**src/rtl/spcl_rdback.sv**
```systemverilog
// spcl_rdback: special-register read-back mux with port-pin synchronizers and a timed RF handshake.
// Define SPCL_CHG_DETECT_EN to build the per-port input-change flags (port_chg); otherwise they read 0.
module spcl_rdback #(
  parameter int SYNC_STAGES = 2,
  parameter int RF_TIMEOUT  = 15
) (
  input  logic       clk4,
  input  logic       reset,
  input  logic       rd_req,
  input  logic [4:0] fsel,
  input  logic [7:0] fsr,
  input  logic [7:0] status,
  input  logic [7:0] tmr0,
  input  logic [7:0] pcl,
  input  logic [7:0] port_int_a,
  input  logic [7:0] port_int_b,
  input  logic [7:0] port_int_c,
  input  logic [7:0] trisa,
  input  logic [7:0] trisb,
  input  logic [7:0] trisc,
  input  logic [7:0] pin_a,
  input  logic [7:0] pin_b,
  input  logic [7:0] pin_c,
  output logic       rf_rd,
  output logic [4:0] rf_addr,
  input  logic [7:0] rf_data,
  input  logic       rf_ack,
  output logic       busy,
  output logic [7:0] fout,
  output logic       fout_vld,
  output logic       rd_err,
  output logic [2:0] port_chg
);

  localparam logic [1:0] ST_IDLE    = 2'd0;
  localparam logic [1:0] ST_RF_WAIT = 2'd1;
  localparam logic [1:0] ST_DONE    = 2'd2;
  localparam logic [7:0] TMO_LAST   = 8'(RF_TIMEOUT - 1);

  logic [1:0]      state_reg;
  logic [7:0]      cnt_reg;
  logic [7:0]      data_reg;
  logic            err_reg;
  logic [2:0][7:0] pin_all, tris_all, latch_all, sync_all, port_val;
  logic [4:0]      eff;
  logic [7:0]      spcl_data;

  assign pin_all   = {pin_c, pin_b, pin_a};
  assign tris_all  = {trisc, trisb, trisa};
  assign latch_all = {port_int_c, port_int_b, port_int_a};

  // Input bits come from the synchronized pins, output bits from the latch.
  for (genvar gi = 0; gi < 3; gi++) begin : g_port
    logic [7:0] stage_reg [SYNC_STAGES];

    always_ff @(posedge clk4 or posedge reset) begin
      if (reset) begin
        for (int s = 0; s < SYNC_STAGES; s++) stage_reg[s] <= 8'h00;
      end else begin
        stage_reg[0] <= pin_all[gi];
        for (int s = 1; s < SYNC_STAGES; s++) stage_reg[s] <= stage_reg[s-1];
      end
    end

    assign sync_all[gi] = stage_reg[SYNC_STAGES-1];
    assign port_val[gi] = (tris_all[gi] & sync_all[gi]) | (~tris_all[gi] & latch_all[gi]);
  end

  assign eff = (fsel == 5'd0) ? fsr[4:0] : fsel;

  always_comb begin
    spcl_data = 8'h00;
    case (eff)
      5'd1:    spcl_data = tmr0;
      5'd2:    spcl_data = pcl;
      5'd3:    spcl_data = status;
      5'd4:    spcl_data = fsr;
      5'd5:    spcl_data = port_val[0];
      5'd6:    spcl_data = port_val[1];
      5'd7:    spcl_data = port_val[2];
      default: spcl_data = 8'h00;
    endcase
  end

  always_ff @(posedge clk4 or posedge reset) begin
    if (reset) begin
      state_reg <= ST_IDLE;
      cnt_reg   <= 8'h00;
      data_reg  <= 8'h00;
      err_reg   <= 1'b0;
      fout      <= 8'h00;
      fout_vld  <= 1'b0;
      rd_err    <= 1'b0;
      busy      <= 1'b0;
      rf_rd     <= 1'b0;
      rf_addr   <= 5'd0;
    end else begin
      fout_vld <= 1'b0;
      rd_err   <= 1'b0;
      case (state_reg)
        ST_IDLE: begin
          if (rd_req) begin
            busy     <= 1'b1;
            data_reg <= spcl_data;
            err_reg  <= 1'b0;
            if (eff < 5'd8) begin
              state_reg <= ST_DONE;
            end else begin
              state_reg <= ST_RF_WAIT;
              rf_rd     <= 1'b1;
              rf_addr   <= eff;
              cnt_reg   <= 8'h00;
            end
          end
        end
        ST_RF_WAIT: begin
          // An ack arriving on the timeout cycle still returns real data.
          if (rf_ack) begin
            data_reg  <= rf_data;
            err_reg   <= 1'b0;
            rf_rd     <= 1'b0;
            state_reg <= ST_DONE;
          end else if (cnt_reg == TMO_LAST) begin
            cnt_reg   <= cnt_reg + 8'd1;
            data_reg  <= 8'hFF;
            err_reg   <= 1'b1;
            rf_rd     <= 1'b0;
            state_reg <= ST_DONE;
          end else begin
            cnt_reg <= cnt_reg + 8'd1;
          end
        end
        ST_DONE: begin
          fout      <= data_reg;
          fout_vld  <= 1'b1;
          rd_err    <= err_reg;
          busy      <= 1'b0;
          state_reg <= ST_IDLE;
        end
        default: state_reg <= ST_IDLE;
      endcase
    end
  end

`ifdef SPCL_CHG_DETECT_EN
  logic [2:0] port_sel;
  logic [2:0] sel_reg;

  assign port_sel = {eff == 5'd7, eff == 5'd6, eff == 5'd5};

  always_ff @(posedge clk4 or posedge reset) begin
    if (reset) begin
      sel_reg <= 3'b000;
    end else if (state_reg == ST_IDLE && rd_req) begin
      sel_reg <= port_sel;
    end
  end

  // A read of the port clears its flag; any live difference re-sets it against the new snapshot.
  for (genvar gi = 0; gi < 3; gi++) begin : g_chg
    logic [7:0] snap_reg;
    logic       chg_reg;

    always_ff @(posedge clk4 or posedge reset) begin
      if (reset) begin
        snap_reg <= 8'h00;
        chg_reg  <= 1'b0;
      end else if (state_reg == ST_DONE && sel_reg[gi]) begin
        snap_reg <= data_reg;
        chg_reg  <= 1'b0;
      end else if (|((sync_all[gi] ^ snap_reg) & tris_all[gi])) begin
        chg_reg <= 1'b1;
      end
    end

    assign port_chg[gi] = chg_reg;
  end
`else
  assign port_chg = 3'b000;
`endif

endmodule

```
**config.mk**
```make
export PLATFORM = sky130hd
export DESIGN_NAME = spcl_rdback
export DESIGN_NICKNAME = d
export VERILOG_FILES = /design/src/rtl/spcl_rdback.sv
export SDC_FILE = /design/constraint.sdc
export NUM_CORES = 1
export LEC_CHECK = 0
export ABC_AREA = 0
export BUFFER_PORTS_ARGS = -buffer_cell sky130_fd_sc_hd__buf_4
export CAP_MARGIN = 10
export CORE_UTILIZATION = 38
export DETAILED_ROUTE_END_ITERATION = 7
export GPL_TIMING_DRIVEN = 0
export PLACE_DENSITY = 0.65
export SLEW_MARGIN = 15
export SYNTH_ARGS = -nofsm -noshare
export SYNTH_HDL_FRONTEND = slang
export SYNTH_SLANG_ARGS = --single-unit
```
**constraint.sdc**
```tcl
create_clock -name clk4 -period 4.4 [get_ports clk4]
set_input_delay 0.88 -clock clk4 [delete_from_list [all_inputs] [get_ports clk4]]
set_output_delay 0.88 -clock clk4 [all_outputs]
set_load 0.02 [all_outputs]
```
==> results of run 1 <==
-- worst max path at each step --
stage / start / endpoint / slack, ns / depth (start not counted)
3_3_place_gp: reset / g_port[2].stage_reg[1] / 0.43 / 2
5_1_grt: fsel[1] / data_reg[5] / 1.63 / 8
6_report: fsel[1] / data_reg[5] / 1.68 / 8
4_1_cts: fsel[1] / data_reg[4] / 1.80 / 8
3_5_place_dp: fsel[1] / data_reg[4] / 1.41 / 8
2_1_floorplan: reset / busy / 1.35 / 1
-- placed cells by master, fill, tap and decap left out, types with 7 or more instances in the layout --
cell type and count:
a21oi_1 8, a22oi_1 9, a31oi_1 9, a32oi_1 7
buf_4 141, clkbuf_8 10, dfrtp_1 84, inv_1 9
mux2_2 32, nand2_1 20, nor2_1 16, o21ai_0 21
-- synthesized netlist by cell type (all sizes together), types with 2 or more instances --
cell	number
nand3	3
dfrtp	84
o211ai	3
a221oi	2
clkbuf	6
inv	10
a221o	6
or2	3
nor2	19
and2	2
nor3b	4
o2bb2ai	2
a22oi	9
mux2i	4
nand4	3
and3	6
nand2b	6
a222oi	4
buf	6
mux2	36
a32oi	7
or3	2
nand2	20
o21ai	22
a31oi	10
nor3	5
nor2b	5
nor4	4
a21oi	9
ha	2
-- power groups by stage --
| stage | logic [uW] | clock network [uW] | registers, uW |
|---|---|---|---|
| global placement | 662 | 0 | 993 |
| finish | 671 | 490 | 981 |
| detailed placement | 671 | 0 | 999 |
| CTS | 675 | 505 | 983 |
| global route | 740 | 534 | 999 |
| floorplan | 319 | 0 | 1060 |
-- cell families (layout without fill, tap and decap cells) --
group | count (synthesis) | in the layout | synth area share (%)
other | 1 | 3 | 0.09934
AND/OR/NAND/NOR | 84 | 84 | 12.79
adder cells (fa/ha/maj) | 2 | 2 | 0.6628
buffers and inverters | 22 | 176 | 2.751
multiplexers | 40 | 40 | 11.90
flip-flops | 84 | 84 | 55.68
AO/OA/AOI/OAI | 84 | 84 | 16.11
-- area by class of cell --
type                       instances  share of cell area [%]
inverter                          10                  0.7735
sequential                        84                   40.61
clock inverter                     5                  0.5318
clock buffer                      11                   2.731
multi-input combinational        213                   30.46
timing repair buffer             138                   20.40
tap                              133                   3.215
buffer                            12                   1.281
-- layer usage --
metal  wire length (microns)  vias to the layer above  GRT usage [%]
li1                        -                     1485              -
met1                    4206                     1551          25.55
met2                    4825                      124          33.32
met3                     889                       15          6.073
met4                     217                        0          9.922
met5                       0                        -              0
-- per-stage QoR --
stage	power, uW	utilization (%)
3_3_place_gp	1655	51.40
5_1_grt	2273	53.45
6_report	2142	53.45
3_5_place_dp	1670	51.71
4_1_cts	2162	53.45
2_1_floorplan	1377	-
-- worst max-delay path: stages --
cell     delay (ns)
buf_4          0.12
buf_2          0.19
nor2_1         0.34
a32oi_1        0.22
nor4_2         0.56
a22oi_1        0.19
a41oi_1        0.36
a221o_1        0.16
==> impl_metrics.csv, run 1 <==
group,metric,value,unit
hold_path,hold_end,"g_port[1].stage_reg[0]",
floorplanning,die_w,101.7,microns
timing,setup_viol,0,
clock_network,cts_tree,"done",
detailed_routing,vias,3175,
timing,min_period,2.717,ns
logic_synthesis,synthCells,317,
power_and_ir_drop,seqPwrFrac,45.8,%
setup_path,r2r_setup_slack,2.26,ns
final_layout,final_area,5176,sq um
timing,fin_crit_sh,61.76,%
floorplanning,die_y,101.7,microns
hold_path,min_path_cells,0,
timing,slew_headroom,58.26,%
logic_synthesis,synth_top_area_cell,"dfrtp_1",
timing,hold_ws,0.3514,ns
floorplanning,initial_core_util,38.98,%
detailed_routing,drt_iter0_drc,176,
power_and_ir_drop,p_leak,0.002377,uW
detailed_routing,drc,0,
logic_synthesis,syn_area_per_cell,11.91,sq um
power_and_ir_drop,power_frac_clock,22.9,%
detailed_routing,ant_nets,0,
clock_network,cts_inserted_buffers,9,
setup_path,setup.worst_path.class,"in2reg",
floorplanning,core_area,9684,sq um
floorplanning,die_area,10340,sq um
timing,setup_tns,0,ns
power_and_ir_drop,swShare,32.66,%
setup_path,reg2regPathDepth,9,
timing,fmax,368.0,MHz
job,maxCapViolCount,0,
clock_network,cts.sinks,84,
logic_synthesis,yosys_register_bits,84,
logic_synthesis,ys_types,56,
detailed_routing,vias_per_cell,5.239,
hold_path,hp-class,"reg2reg",
setup_path,crit_path_start_kind,"input pin",
placed_design,gp_congestion,0.8605,
global_routing,antenna_found_initial,0,
final_layout,largest_reg_flops,48,
hold_path,min_from,"g_port[1].stage_reg[8]",
setup_path,rr_startpoint,"cnt_reg[0]",
clock_network,clock_path_buffers,2,
placed_design,dp_hpwl,7904,microns
final_layout,antenna_cells,0,
final_layout,stdcell_count,606,
global_routing,grt_pass1_wl,15830,microns
clock_network,holdBufCountCts,0,
detailed_routing,dr.pass1.iters,4,
logic_synthesis,synth_area_leaders,"dfrtp_1 (56%), mux2_2 (9.5%), o21ai_0 (2.8%)",
timing,drv_slew,0,
final_layout,nFillCells,869,
clock_network,postCtsSetupRepairBufs,0,
setup_path,crit_fanout,10,
power_and_ir_drop,p_per_area,413.8,nW/um^2
detailed_routing,routed_wl,10140,microns
logic_synthesis,synth.cell_area,3775,sq um
power_and_ir_drop,ir_worst_vdd,0.2091,mV
placed_design,dpl.cell_count,590,
placed_design,portBuffers,137,
timing,timing.final.ws_setup,1.683,ns
clock_network,path_clk_slew,0.09,ns
logic_synthesis,synth_enable_flop_cells,0,
final_layout,multi_input_area,1577,sq um
clock_network,cts_root_buf,"clkbuf_8",
setup_path,worstReg2RegEnd,"data_reg[6]",
global_routing,overflow,0,
power_and_ir_drop,p_int,1442,uW
timing,worst_slew_pin_slew,0.6204,ns
final_layout,seq_area,2102,sq um
placed_design,placed_area,5007,sq um
timing,finalClockSkew,0.008054,ns
final_layout,area_growth,37.12,%
logic_synthesis,ys_warn_count,0,
placed_design,preCtsSetupSlack,1.411,ns
final_layout,layout.nets,591,
power_and_ir_drop,p_comb_share,31.3,%
logic_synthesis,synthArstFlopShare,100.0,%
floorplanning,rows,36,
timing,hold_viol,0,
logic_synthesis,netlist.area_leader.share,55.68,%
detailed_routing,wl_per_cell,16.73,microns
global_routing,grt_use_total,20.71,%
setup_path,worst-endpoint-required,4.70,ns
final_layout,drive_above_1_share,44.40,%
timing,rsz0062_at_grt,"false",
clock_network,cts_resized,0,
logic_synthesis,seq_area_frac_synth,55.68,%
outcome,status,"finished clean",
global_routing,grt_max_degree,49,
setup_path,cp-end-kind,"flip-flop",
global_routing,first_global_vias,3217,
power_and_ir_drop,p_sw,699.5,uW
logic_synthesis,synthFlopType,"dfrtp_1",
setup_path,crit_arrival,3.02,ns
clock_network,htreeDepth,3,
floorplanning,io_pins,141,
clock_network,clkLatencyLatePin,0.36,ns
Note: power is estimated with default switching activity, not from simulation.
==> run 2: changes to the inputs <==
==> constraint.sdc (replaced) <==
create_clock -name clk4 -period 2.7 [get_ports clk4]
set_input_delay 0.54 -clock clk4 [delete_from_list [all_inputs] [get_ports clk4]]
set_output_delay 0.54 -clock clk4 [all_outputs]
set_load 0.02 [all_outputs]
==> run 2 against run 1 <==
Via count down 2.0%. Worst hold slack got worse by 0.16 ns. Sequential cell count stayed put. Clock-buffer cell count decreased by 1.
==> impl_metrics.csv, run 2 (synthesis gave the netlist of run 1 again) <==
group,metric,value,unit
global_routing,grt_pass1_wl,16070,microns
clock_network,path_clk_slew,0.08,ns
clock_network,postCtsSetupRepairBufs,0,
timing,setup_tns,0,ns
final_layout,fin_util,54.57,%
clock_network,htreeDepth,3,
setup_path,crit_path_start_kind,"input pin",
timing,hold_viol,0,
final_layout,drive_above_1_share,44.51,%
detailed_routing,vias,3113,
setup_path,cp-end-kind,"flip-flop",
power_and_ir_drop,ir_worst_vdd,0.3577,mV
detailed_routing,dr.pass1.iters,5,
setup_path,reg2regPathDepth,9,
final_layout,layout_commonest_cell,"buf_4",
floorplanning,io_pins,141,
setup_path,crit_fanout,10,
final_layout,largest_reg_flops,48,
timing,timing.final.ws_setup,0.3882,ns
timing,finalClockSkew,0.005759,ns
floorplanning,initial_core_util,38.98,%
setup_path,crit_arrival,2.62,ns
placed_design,portBuffers,137,
clock_network,cts_root_buf,"clkbuf_8",
clock_network,cts_tree,"done",
placed_design,preCtsSetupSlack,0.06783,ns
setup_path,rr_startpoint,"cnt_reg[0]",
final_layout,nFillCells,837,
setup_path,worst-endpoint-required,3.01,ns
timing,drv_slew,0,
timing,fmax,432.6,MHz
final_layout,mostFrequentLayoutCells,"buf_4 (141), dfrtp_1 (84), mux2_2 (32)",
clock_network,cts_resized,0,
floorplanning,core_area,9684,sq um
global_routing,grt_use_total,21.22,%
clock_network,clkLatencyLatePin,0.36,ns
clock_network,cts_inserted_buffers,9,
detailed_routing,ant_nets,0,
floorplanning,die_y,101.7,microns
detailed_routing,drt_iter0_drc,188,
global_routing,first_global_vias,3179,
timing,slew_headroom,59.20,%
floorplanning,rows,36,
setup_path,crit_start,"fsel[1]",
floorplanning,die_w,101.7,microns
timing,min_period,2.312,ns
final_layout,layout.nets,592,
global_routing,antenna_found_initial,0,
power_and_ir_drop,p_per_area,733.4,nW/um^2
timing,fin_crit_sh,85.62,%
clock_network,cts.sinks,84,
global_routing,grt_max_degree,35,
detailed_routing,wl_per_cell,16.84,microns
timing,worst_slew_pin_slew,0.6064,ns
power_and_ir_drop,p_leak,0.002416,uW
detailed_routing,routed_wl,10220,microns
placed_design,gp_congestion,0.8962,
global_routing,overflow,0,
detailed_routing,vias_per_cell,5.129,
final_layout,area_growth,40.01,%
outcome,status,"finished clean",
setup_path,setup.worst_path.class,"in2reg",
timing,setup_viol,0,
clock_network,holdBufCountCts,0,
timing,rsz0062_at_grt,"false",
floorplanning,die_area,10340,sq um
clock_network,clock_path_buffers,2,
detailed_routing,drc,0,
job,maxCapViolCount,0,
placed_design,dp_hpwl,7925,microns
final_layout,antenna_cells,0,
final_layout,multi_input_area,1577,sq um
hold_path,hp-class,"in2async",
final_layout,seq_area,2102,sq um
==> run 2: cell types whose count changed in the layout (fill, tap and decap cells not counted), sizes merged <==
cell / delta
clkinvlp: +1
inv: -1
clkbuf: -1
clkinv: -3
buf: +1
bufinv: +4
==> run 2: layout make-up <==
type	count	area share [%]
clock buffer	10	2.415
multi-input combinational	213	29.83
buffer	12	1.255
inverter	10	0.7812
tap	133	3.149
timing repair buffer	139	20.22
clock inverter	6	2.580
sequential	84	39.77
==> run 2: worst max-delay path, stage by stage <==
cell	delay (ns)
buf_4	0.11
buf_2	0.18
nor2_1	0.32
a32oi_1	0.21
nor4_2	0.53
a22oi_1	0.18
a41oi_1	0.38
a221o_1	0.16
==> run 2: worst paths after layout <==
| path | slack (ns) | to |
|---|---|---|
| min in group clk4 | 0.27 | g_port[1].stage_reg[9] |
| min | 0.20 | state_reg[0] |
| max reg2reg | 0.54 | data_reg[6] |
| max | 0.39 | data_reg[5] |
| max in group asynchronous | 2.00 | g_port[1].stage_reg[8] |
| min reg2reg | 0.35 | g_port[1].stage_reg[0] |
==> run 2: power breakdown <==
group	switching (uW)	internal, uW	total (uW)
sequential	121	1470	1600
clock	466	710	1180
combinational	580	525	1100
total	1170	2710	3880
==> run 2: per-stage QoR <==
stage | power, uW | instances | instance area [sq um] | hold slack, ns
final | 3876 | 607 | 5285 | 0.1950
after global routing | 4091 | 607 | 5285 | 0.2090
after CTS | 3909 | 607 | 5285 | 0.1974
after detailed placement | 2731 | 591 | 5021 | 0.3347
after global placement | 2699 | 589 | 4981 | 0.3314
after floorplan | 2245 | 319 | 3786 | 0.3312
==> run 2: metal layers <==
metal	up-vias	part of all wire (%)	routed length, microns	global-route usage, %
met5	-	0	0	0
met4	0	2.2	220	9.253
met3	19	8.5	870	7.177
met2	127	48	4927	33.58
met1	1486	41	4203	26.41
li1	1481	-	-	-
==> run 3: changes to the inputs <==
--- a/config.mk
+++ b/config.mk
@@ -11,7 +11,6 @@
 export CORE_UTILIZATION = 38
 export DETAILED_ROUTE_END_ITERATION = 7
 export GPL_TIMING_DRIVEN = 0
-export PLACE_DENSITY = 0.65
 export SLEW_MARGIN = 15
 export SYNTH_ARGS = -nofsm -noshare
 export SYNTH_HDL_FRONTEND = slang
==> run 3 against run 2 <==
Clock power is 18% lower. Worst setup slack got worse by 0.19 ns. Clock-buffer cell count is the same. Global-route usage decreased by 0.36 points. Combinational power hardly changed. Core utilization decreased by 0.61 points. Largest cell class unchanged. Largest power group unchanged. Highest routed layer unchanged.
==> impl_metrics.csv, run 3 (synthesis gave the netlist of run 1 again) <==
group,metric,value,unit
hold_path,hp-class,"in2async",
power_and_ir_drop,seqPwrFrac,43.5,%
clock_network,cts_tree,"done",
clock_network,cts_root_buf,"clkbuf_8",
timing,fmax,399.9,MHz
setup_path,setup.worst_path.class,"in2reg",
clock_network,holdBufCountCts,0,
detailed_routing,routed_wl,10330,microns
timing,slew_headroom,40.38,%
detailed_routing,vias,3092,
detailed_routing,ant_nets,0,
timing,drv_slew,0,
global_routing,overflow,0,
clock_network,cts.sinks,84,
power_and_ir_drop,p_sw,1154,uW
placed_design,portBuffers,137,
placed_design,dpl.cell_count,591,
power_and_ir_drop,power_frac_clock,26.3,%
placed_design,preCtsSetupSlack,-0.07535,ns
final_layout,layout_commonest_cell,"buf_4",
final_layout,antenna_cells,0,
floorplanning,die_y,101.7,microns
power_and_ir_drop,swShare,31.46,%
timing,timing.final.ws_setup,0.1992,ns
setup_path,crit_fanout,10,
global_routing,grt_use_total,20.86,%
placed_design,dp_hpwl,8028,microns
timing,setup_tns,0,ns
final_layout,largest_reg_flops,48,
floorplanning,die_area,10340,sq um
global_routing,grt_max_degree,37,
job,maxCapViolCount,0,
floorplanning,die_w,101.7,microns
clock_network,clkLatencyLatePin,0.36,ns
floorplanning,initial_core_util,38.98,%
power_and_ir_drop,p_comb_share,30.2,%
outcome,status,"finished clean",
clock_network,postCtsSetupRepairBufs,0,
final_layout,drive_above_1_share,44.40,%
detailed_routing,vias_per_cell,5.102,
setup_path,crit_arrival,2.79,ns
power_and_ir_drop,p_int,2513,uW
placed_design,gp_congestion,0.8735,
setup_path,crit_path_start_kind,"input pin",
detailed_routing,drt_iter0_drc,157,
detailed_routing,dr.pass1.iters,7,
timing,min_period,2.501,ns
detailed_routing,wl_per_cell,17.04,microns
timing,rsz0062_at_grt,"false",
floorplanning,io_pins,141,
clock_network,htreeDepth,3,
clock_network,clock_path_buffers,2,
timing,worst_slew_pin_slew,0.8861,ns
floorplanning,core_area,9684,sq um
timing,setup_viol,0,
power_and_ir_drop,p_leak,0.002392,uW
timing,hold_viol,0,
clock_network,cts_inserted_buffers,9,
power_and_ir_drop,p_per_area,701.5,nW/um^2
setup_path,worst-endpoint-required,2.99,ns
global_routing,first_global_vias,3204,
final_layout,stdcell_count,606,
final_layout,layout.nets,592,
setup_path,cp-end-kind,"flip-flop",
global_routing,antenna_found_initial,0,
power_and_ir_drop,ir_worst_vdd,0.3248,mV
clock_network,cts_resized,0,
clock_network,path_clk_slew,0.09,ns
floorplanning,rows,36,
detailed_routing,drc,0,
timing,fin_crit_sh,92.62,%
timing,finalClockSkew,0.01520,ns
global_routing,grt_pass1_wl,15980,microns
final_layout,mostFrequentLayoutCells,"buf_4 (141), dfrtp_1 (84), mux2_2 (32)",
final_layout,area_growth,38.45,%
[run 3: routing by layer]
metal	global-route usage [%]	part of all wire, %
met1	26.88	44
met2	33.73	47
met3	6.142	7.3
met4	6.689	1.2
met5	0	0
[run 3: worst paths after layout]
path	start	end	slack (ns)	cells past startpoint
setup / recovery	fsel[1]	data_reg[5]	0.20	8
hold / removal	reset	cnt_reg[6]	0.18	2
setup reg to reg	cnt_reg[0]	data_reg[6]	0.58	9
hold reg to reg	g_port[0].stage_reg[9]	g_port[0].stage_reg[1]	0.34	0
max in group asynchronous	reset	g_port[0].stage_reg[13]	2.00	3
min in group clk4	pin_a[2]	g_port[0].stage_reg[10]	0.29	1
[run 3: area by class of cell]
class                   count  area, sq um
well taps                 133        166.4
plain buffers              12        66.31
inverters                  10        41.29
clock inverters             5        77.57
clock buffers              10        127.6
repair buffers            139         1069
flip-flops and latches     84         2102
multi-input cells         213         1577
fillers                   891         4458
[run 3: stage by stage]
stage	util (%)	cell area, sq um	total power (uW)	hold WS, ns
3_3_place_gp	51.43	4981	2703	0.3314
2_1_floorplan	-	3786	2245	0.3312
4_1_cts	53.97	5226	3700	0.1844
5_1_grt	53.97	5226	3883	0.1947
6_report	53.97	5226	3666	0.1835
3_5_place_dp	51.85	5021	2736	0.3347
[run 3: power groups by stage]
| stage | clock network, uW | logic [uW] | registers (uW) |
|---|---|---|---|
| after detailed placement | 0 | 1110 | 1620 |
| final | 963 | 1110 | 1600 |
| after global placement | 0 | 1090 | 1620 |
| after floorplan | 0 | 521 | 1720 |
| after CTS | 985 | 1120 | 1600 |
| after global routing | 1040 | 1220 | 1630 |
[run 3: critical path, cell delays in order]
cell,delay [ns]
buf_4,0.12
buf_2,0.19
nor2b_1,0.23
a32oi_1,0.17
nor4_1,0.76
a22oi_1,0.22
a41oi_1,0.40
a221o_1,0.16
